--- src/rtl/rx_frame_pkg.sv ---
// Package for the UART frame parser: SOF marker, parser state encoding and
// the clogb2 helper used to size the payload RAM byte address.
package rx_frame_pkg;

  localparam logic [7:0] SOF = 8'h7E;

  typedef enum logic [2:0] {
    ST_HUNT,
    ST_CMD,
    ST_LEN,
    ST_PAYLOAD,
    ST_FLUSH,
    ST_CHK,
    ST_DONE
  } state_t;

  // Number of address bits needed to index 'value' locations.
  function automatic int unsigned clogb2(input int unsigned value);
    int unsigned res;
    int unsigned v;
    res = 0;
    v   = value - 1;
    while (v != 0) begin
      res++;
      v = v >> 1;
    end
    return res;
  endfunction

endpackage

--- src/rtl/rx_gap_timer.sv ---
// Inter-byte gap timer for the frame parser.
//   clk, reset_n : clock, asynchronous active-low reset
//   clr          : restart the count (takes priority over en)
//   en           : count one cycle
//   expired      : high on the cycle the count reaches LIMIT
module rx_gap_timer
  import rx_frame_pkg::*;
#(
  parameter int unsigned LIMIT = 100000
) (
  input  logic clk,
  input  logic reset_n,
  input  logic clr,
  input  logic en,
  output logic expired
);

  localparam int unsigned W = clogb2(LIMIT + 1);
  localparam logic [W-1:0] LAST = W'(LIMIT - 1);

  logic [W-1:0] cnt;

  always_ff @(posedge clk or negedge reset_n) begin
    if (!reset_n) begin
      cnt <= '0;
    end else if (clr) begin
      cnt <= '0;
    end else if (en) begin
      cnt <= cnt + W'(1);
    end
  end

  assign expired = en && !clr && (cnt == LAST);

endmodule

--- src/rtl/rx_frame_parser.sv ---
// UART frame parser: SOF, CMD, LEN, payload[LEN] (+ CHK when CHECKSUM_EN is
// defined). Payload is packed little-endian into 32-bit words written to the
// payload RAM from byte address 0; start_rx then pulses with cmd_rx/len_rx.
//   clk, reset_n        : clock, asynchronous active-low reset
//   rx_valid, rx_byte   : received byte strobe and data
//   hold                : downstream busy, blocks acceptance of a new SOF
//   ram_we/addr/wdata   : word write port (addr is a word-aligned byte address)
//   start_rx            : frame complete pulse; cmd_rx/len_rx held until next frame
//   frame_err           : pulse on inter-byte timeout or checksum mismatch
// Configuration macro: CHECKSUM_EN (adds trailing XOR checksum byte).
module rx_frame_parser
  import rx_frame_pkg::*;
#(
  parameter int unsigned NUMBER         = 256,
  parameter int unsigned TIMEOUT_CYCLES = 100000
) (
  input  logic                       clk,
  input  logic                       reset_n,
  input  logic                       rx_valid,
  input  logic [7:0]                 rx_byte,
  input  logic                       hold,
  output logic                       ram_we,
  output logic [clogb2(NUMBER)-1:0]  ram_addr,
  output logic [31:0]                ram_wdata,
  output logic                       start_rx,
  output logic [7:0]                 cmd_rx,
  output logic [7:0]                 len_rx,
  output logic                       frame_err
);

  localparam int unsigned AW = clogb2(NUMBER);

`ifdef CHECKSUM_EN
  localparam state_t ST_TAIL = ST_CHK;
`else
  localparam state_t ST_TAIL = ST_DONE;
`endif

  state_t      state_q, state_d;
  logic [7:0]  cmd_q, len_q, byte_cnt;
  logic [31:0] word_buf;
  logic        expired, last_byte;
  logic [1:0]  lane;

  assign lane      = byte_cnt[1:0];
  assign last_byte = (byte_cnt == len_q - 8'd1);

  rx_gap_timer #(.LIMIT(TIMEOUT_CYCLES)) u_gap_timer (
    .clk     (clk),
    .reset_n (reset_n),
    .clr     (rx_valid || (state_q == ST_HUNT)),
    .en      (state_q != ST_HUNT),
    .expired (expired)
  );

`ifdef CHECKSUM_EN
  logic [7:0] chk_acc;
  logic       chk_ok;
  assign chk_ok = (rx_byte == chk_acc);
`endif

  always_ff @(posedge clk or negedge reset_n) begin
    if (!reset_n) state_q <= ST_HUNT;
    else          state_q <= state_d;
  end

  always_comb begin
    state_d = state_q;
    case (state_q)
      ST_HUNT:    if (rx_valid && rx_byte == SOF && !hold) state_d = ST_CMD;
      ST_CMD:     if (rx_valid) state_d = ST_LEN;
      ST_LEN:     if (rx_valid) state_d = (rx_byte == 8'd0) ? ST_TAIL : ST_PAYLOAD;
      ST_PAYLOAD: if (rx_valid && last_byte) state_d = (lane == 2'd3) ? ST_TAIL : ST_FLUSH;
      ST_FLUSH:   state_d = ST_TAIL;
`ifdef CHECKSUM_EN
      ST_CHK:     if (rx_valid) state_d = chk_ok ? ST_DONE : ST_HUNT;
`endif
      ST_DONE:    state_d = ST_HUNT;
      default:    state_d = ST_HUNT;
    endcase
    if (expired) state_d = ST_HUNT;
  end

  // Datapath and registered outputs. Bytes arriving in FLUSH/DONE fall
  // through without effect. On timeout nothing else happens that cycle.
  always_ff @(posedge clk or negedge reset_n) begin
    if (!reset_n) begin
      ram_we    <= 1'b0;
      ram_addr  <= '0;
      ram_wdata <= '0;
      start_rx  <= 1'b0;
      cmd_rx    <= '0;
      len_rx    <= '0;
      frame_err <= 1'b0;
      cmd_q     <= '0;
      len_q     <= '0;
      byte_cnt  <= '0;
      word_buf  <= '0;
`ifdef CHECKSUM_EN
      chk_acc   <= '0;
`endif
    end else begin
      ram_we    <= 1'b0;
      start_rx  <= 1'b0;
      frame_err <= 1'b0;
      if (expired) begin
        frame_err <= 1'b1;
      end else begin
        case (state_q)
          ST_HUNT: begin
            byte_cnt <= '0;
            word_buf <= '0;
          end
          ST_CMD: if (rx_valid) begin
            cmd_q <= rx_byte;
`ifdef CHECKSUM_EN
            chk_acc <= rx_byte;
`endif
          end
          ST_LEN: if (rx_valid) begin
            len_q <= rx_byte;
`ifdef CHECKSUM_EN
            chk_acc <= chk_acc ^ rx_byte;
`endif
          end
          ST_PAYLOAD: if (rx_valid) begin
`ifdef CHECKSUM_EN
            chk_acc <= chk_acc ^ rx_byte;
`endif
            if (lane == 2'd3) begin
              ram_we    <= 1'b1;
              ram_addr  <= AW'({byte_cnt[7:2], 2'b00});
              ram_wdata <= {rx_byte, word_buf[23:0]};
              word_buf  <= '0;
            end else begin
              word_buf[8*lane +: 8] <= rx_byte;
            end
            // byte_cnt stays on the last index so FLUSH can address it
            if (!last_byte) byte_cnt <= byte_cnt + 8'd1;
          end
          ST_FLUSH: begin
            ram_we    <= 1'b1;
            ram_addr  <= AW'({byte_cnt[7:2], 2'b00});
            ram_wdata <= word_buf;
            word_buf  <= '0;
          end
`ifdef CHECKSUM_EN
          ST_CHK: if (rx_valid && !chk_ok) frame_err <= 1'b1;
`endif
          ST_DONE: begin
            start_rx <= 1'b1;
            cmd_rx   <= cmd_q;
            len_rx   <= len_q;
          end
          default: ;
        endcase
      end
    end
  end

endmodule

--- config.mk ---
export PLATFORM = sky130hd
export DESIGN_NAME = rx_frame_parser
export DESIGN_NICKNAME = d
export VERILOG_FILES = /design/src/rtl/rx_frame_pkg.sv /design/src/rtl/rx_gap_timer.sv /design/src/rtl/rx_frame_parser.sv
export SDC_FILE = /design/constraint.sdc
export NUM_CORES = 1
export LEC_CHECK = 0
export CORE_ASPECT_RATIO = 1.4
export CORE_MARGIN = 5
export CORE_UTILIZATION = 56
export CTS_CLUSTER_DIAMETER = 150
export CTS_CLUSTER_SIZE = 12
export DETAILED_ROUTE_END_ITERATION = 6
export MAX_ROUTING_LAYER = met4
export PLACE_DENSITY_LB_ADDON = 0.25
export SYNTH_ARGS = -nofsm -noshare
export SYNTH_HDL_FRONTEND = slang
export SYNTH_SLANG_ARGS = --single-unit
--- constraint.sdc ---
create_clock -name clk -period 3.35 [get_ports clk]
set_clock_uncertainty 0.1 [all_clocks]
set_input_delay 0.335 -clock clk [delete_from_list [all_inputs] [get_ports clk]]
set_output_delay 0.335 -clock clk [all_outputs]
set_load 0.01 [all_outputs]
# After elaboration in Yosys (flattened, before gate mapping)
# Index checks and enable logic that the tools add are counted.
# word_totals
regBits	135
input_bits	12
output_inout_bits	59
elab_cells	89
# op_classes
n_addsub	4
n_eq_ne	16
n_shift	2
mux	30
n_bitwise	1
reduce_logical	23
# ops
op	count
$mux W32	4
$pmux W32 S2	2
$mux W17	2
$neg A5 Y34	1
$shift A8 B34 Y32 const A	1
$shiftx A8 B34 Y32	1
$bwmux W32	1
$mux W8	4
$pmux W8 S2	2
$mux W3	6
$add A17 B1 Y17 const B	1
$eq A17 B17 Y1 const B	1
$pmux W3 S5	1
$reduce_and A4 Y1	3
$ne A3 B3 Y1 const B	3
$reduce_and A3 Y1	3
$add A8 B1 Y8 const B	1
$eq A8 B7 Y1 const B	1
$eq A8 B8 Y1	1
$logic_not A8 Y1	1
$reduce_bool A2 Y1	4
$sub A8 B1 Y8 const B	1
$eq A3 B2 Y1 const B	2
$eq A3 B3 Y1 const B	2
15 further kinds	27

# Logic depth before layout (Yosys ltp)
# logic_depth
ltp_word	7
mapped_depth	11
ltp_nobuf	8

# Hierarchy
# From an unflattened synthesis, not the netlist that was laid out.
# hier_totals
cells_unflattened	510
area_unflattened_um2	6009.5
# by_module_without_submodules
mod	instances	cells_each	area_per_inst_um2	seq_area_each_um2
rx_frame_parser	1	423	5141.2	2902.8
rx_gap_timer	1	87	868.3	425.4

# Least setup slack after synthesis
# Ideal clock, no wire load.
# synth_timing
kind	reg2reg
from	register u_gap_timer.cnt[0]
to	register cmd_rx[4]
setup_ns	0.125
arrival_ns	2.278
required_ns	3.125
setup_slack_ns	0.848
stages_incl_launch_ff	9
n_path_buf	2
synth_period_minus_slack_ns	2.502
cell_sequence	dfrtp_1 ha_1 and4_1 nand2_1 or4_1 buf_2 nand4_2 buf_2 mux2_2
# synth_via
elab_chain_len	4
# synth_rtl
item	line_no	source
start: declaration	rx_gap_timer.sv:21	logic [W-1:0] cnt;
start signal: assignment	rx_gap_timer.sv:29	cnt <= cnt + W'(1);
$eq A17 B17 Y1	rx_gap_timer.sv:33	assign expired = en && !clr && (cnt == LAST);
$logic_and A1 B1 Y1	rx_gap_timer.sv:33	
$not A1 Y1 (no line)	--	
$reduce_and A2 Y1 (no line)	--	
end signal: assignment	rx_frame_parser.sv:152	cmd_rx <= cmd_q;
end: declaration	rx_frame_parser.sv:26	output logic [7:0] cmd_rx,
# Every way passes these cells.
# A chain may end at the register's enable or synchronous reset.

# Final worst setup path
# layout_timing
from	register state_q[1]
to	register ram_addr[2]
# layout_via
elab_chain_len	7
word_cells_on_any_way	14
classes_between	eq/ne (4); mux (1); bitwise (1); reduce/logical (8)
# layout_rtl
item	line_no	source
start: declaration	rx_frame_parser.sv:39	state_t state_q, state_d;
start signal: assignment	rx_frame_parser.sv:64	else state_q <= state_d;
$logic_not A3 Y1	rx_frame_parser.sv:51	.clr (rx_valid || (state_q == ST_HUNT)),
$logic_or A1 B1 Y1	rx_frame_parser.sv:51	
$logic_not A1 Y1	rx_gap_timer.sv:33	
$logic_and A1 B1 Y1 (2 in a row)	rx_gap_timer.sv:33	
$not A1 Y1 (no line)	--	
$reduce_and A4 Y1 (no line)	--	
end signal: assignment	rx_frame_parser.sv:132	ram_addr <= AW'({byte_cnt[7:2], 2'b00});
end signal: assignment	rx_frame_parser.sv:143	ram_addr <= AW'({byte_cnt[7:2], 2'b00});
end: declaration	rx_frame_parser.sv:23	output logic [clogb2(NUMBER)-1:0] ram_addr,
# Several ways; a longest one is shown, not always the timed one.

==> out/qor.yml <==
clocking:
  cts_tree: "done"
  root_buffer: "clkbuf_16"
  clk_latency_ns: 0.41
  cts_num_sinks: 133
  clkSlewWorstSetupHoldPaths_ns: 0.06
  cts_resized: 0
  clk_path_buf_depth: 2
  htreeDepth: 4
  cts_buffers: 17
global_route:
  grt_max_degree: 70
  grt_pass1_vias: 4327
  grt-ovfl-total: 0
  grtUsageTotal_pct: 21.9
  grt_pass1_wl_um: 22200
  antenna_found_initial: 0
run:
  maxCapViolCount: 0
sta:
  min_period_ns: 3.03
  rsz0062_at_grt: "false"
  relSlewSlack_pct: 27.3
  tns_ns: 0
  worst_pin_slew_ns: 1.09
  slew_violations: 0
  finalSetupViolCount: 0
  maxClockFrequency_mhz: 330
  hold_violations: 0
  post-route-period-util_pct: 90.4
drt:
  vias: 4082
  drt_iter0_drc: 192
  drc: 0
  highest-signal-layer: "met4"
  drtPass1Iterations: 4
  wl_met2_um: 6790
  wl_met1_um: 5390
  routed_via_density: 5.56
  wl_met3_um: 523
  wl_per_cell_um: 17.7
  ant_nets: 0
  wl_um: 13000
floorplan:
  pin_count: 71
  row_count: 44
  die-area_mm2: 0.0129
  fp.dieH_um: 132
  design.core.area_mm2: 0.0104
  initial_core_util_pct: 57.4
  die_x_um: 97.3
synth:
  yosys.area_share.simple_pct: 12.7
  yosysSeqAreaShare_pct: 55.7
  muxShareOfSynthArea_pct: 16.3
  avgSynthCellArea_um2: 11.9
  synthCells: 502
  synth_cell_types: 55
  synth_edf_count: 0
  synth_compound_area_share_pct: 6.70
  ys_top_cells_by_area: "dfrtp_1 (56%), mux2_2 (8.7%), mux2i_1 (4.4%), mux2_4 (3.3%), nor2_1 (2.8%)"
  synth-adder-area-share_pct: 1.26
  synth-xor-area-share_pct: 3.23
  yosysWarnings: 0
  synthFlopType: "dfrtp_1"
  netlist_top_cells_count: "dfrtp_1 (133), mux2_2 (46), nor2_1 (44)"
  yosysTopAreaCell: "dfrtp_1"
  synth_top_family_by_area: "multiplexers"
  ys_ff_latch: 133
  synthArstFlopShare_pct: 100
  yosysMostFrequentCell: "dfrtp_1"
  yosysTopAreaCellShare_pct: 55.7
  synth_area_mm2: 0.00597
pwr:
  p_per_area_mw_per_mm2: 873
  power.leakage_nw: 3.46
  ir_worst_vdd_uv: 469
finish:
  regArea_mm2: 0.00333
  nets: 601
  area_growth_pct: 24.8
  drive_gt1_share_pct: 19.5
  multi_input_area_mm2: 0.00241
  antennaDiodeCount: 0
  postLayoutCellArea_mm2: 0.00745
  fillers: 693
critical_path:
  cp_max_fo: 34
  critPathCaptureType: "register"
  setup.worst_path.start_class: "register"
  required_ns: 3.54
  crit_type: "reg2reg"
  crit_path_top_delay_cell: "a21boi_4"
  path_cells: "or3_1 > nand2b_1 > or4_1 > a21boi_4 > buf_4 > mux2_2"
  crit_arrival_ns: 3.22
  max_stage_delay_ns: 0.86
  path_delay_family: "compound AO/OA/AOI/OAI gates"
  path_buf_inv: 1
status:
  status: "finished, final reports clean"
place:
  globalplace.congestion: 0.912
  port-buffer-count: 68
  place_area_mm2: 0.00683
  post-dp-hpwl_um: 8850
worst_hold_path:
  hp-class: "reg2reg"
[metal layers]
layer / GRT usage (%) / vias up
li1: - / 1900
met1: 26.5 / 2043
met2: 36.6 / 113
met3: 4.76 / 26
met4: 7.47 / 0
met5: - / -
[repair_timing]
item,CTS,global route
hold buffers,1,0
buffers inserted,0,0
hold endpoints to repair,64,0
[sequential cells by signal, summed over array words and instances (netlist names), 3 cells and up]
register	count
u_gap_timer.cnt	17
state_q	3
cmd_rx	8
ram_addr	6
len_q	8
byte_cnt	8
word_buf	32
ram_wdata	32
len_rx	8
cmd_q	8
[path summary, 6_finish.rpt]
kind | start | endpoint | slack, ns | cells past startpoint
setup / recovery | state_q[1] | ram_addr[2] | 0.32 | 6
hold / removal | word_buf[30] | word_buf[30] | 0.39 | 1
setup reg to reg | state_q[1] | ram_addr[2] | 0.32 | 6
hold reg to reg | word_buf[30] | word_buf[30] | 0.39 | 1
max in group asynchronous | reset_n | len_rx[6] | 1.83 | 3
min in group asynchronous | reset_n | ram_wdata[17] | 0.47 | 2
[worst register-to-register path: cells and delay by family (launching register included)]
family | cells | cell delay [ns]
flip-flops | 1 | 0.50
multiplexers | 1 | 0.37
AND/OR/NAND/NOR | 3 | 0.69
buffers and inverters | 1 | 0.40
AO/OA/AOI/OAI | 1 | 0.86
[metrics by stage]
step / hold slack, ns / power (mW) / worst slack (ns) / std cells / utilization, %
final: 0.387 / 6.51 / 0.321 / 734 / 71.6
after global routing: 0.408 / 6.86 / 0.168 / 734 / 71.6
after CTS: 0.387 / 6.55 / 0.302 / 734 / 71.6
after detailed placement: 0.370 / 4.62 / 0.290 / 701 / 65.6
after global placement: 0.365 / 4.53 / 0.330 / 701 / 65.6
after floorplan: -0.0606 / 3.70 / 0.848 / 503 / -
[cells in the final DEF (no fill, tap or decap), drive strengths merged, types with 6 or more instances in the layout]
cell,instances
dfrtp,133
clkdlybuf4s50,67
mux2,59
nor2,44
nand2,35
inv,26
mux2i,26
clkbuf,20
buf,18
xor2,14
a21oi,12
and2,10
nand3,10
o21ai,10
a22o,9
and3,8
xnor2,8
o21a,6
ha,6
nand4,6
[final cells by class]
| cell class | instances | share of cell area, % |
|---|---|---|
| Tap cell | 138 | 2.32 |
| Clock buffer | 20 | 6.26 |
| Timing Repair Buffer | 86 | 11.1 |
| Clock inverter | 12 | 2.05 |
| Multi-Input combinational cell | 319 | 32.3 |
| Sequential cell | 133 | 44.6 |
| Inverter | 26 | 1.31 |
[power breakdown]
| group | switching (mW) | internal [mW] |
|---|---|---|
| registers | 0.398 | 2.10 |
| logic | 0.928 | 1.18 |
| clock network | 0.674 | 1.23 |
[cells by family after synthesis]
kind of cell	count (synthesis)
flops	133
mux	85
simple gates	149
compound gates	55
buf+inv	51
fa+ha+maj	6
other cells	1
xor+xnor	22
(Power assumes the default switching activity.)
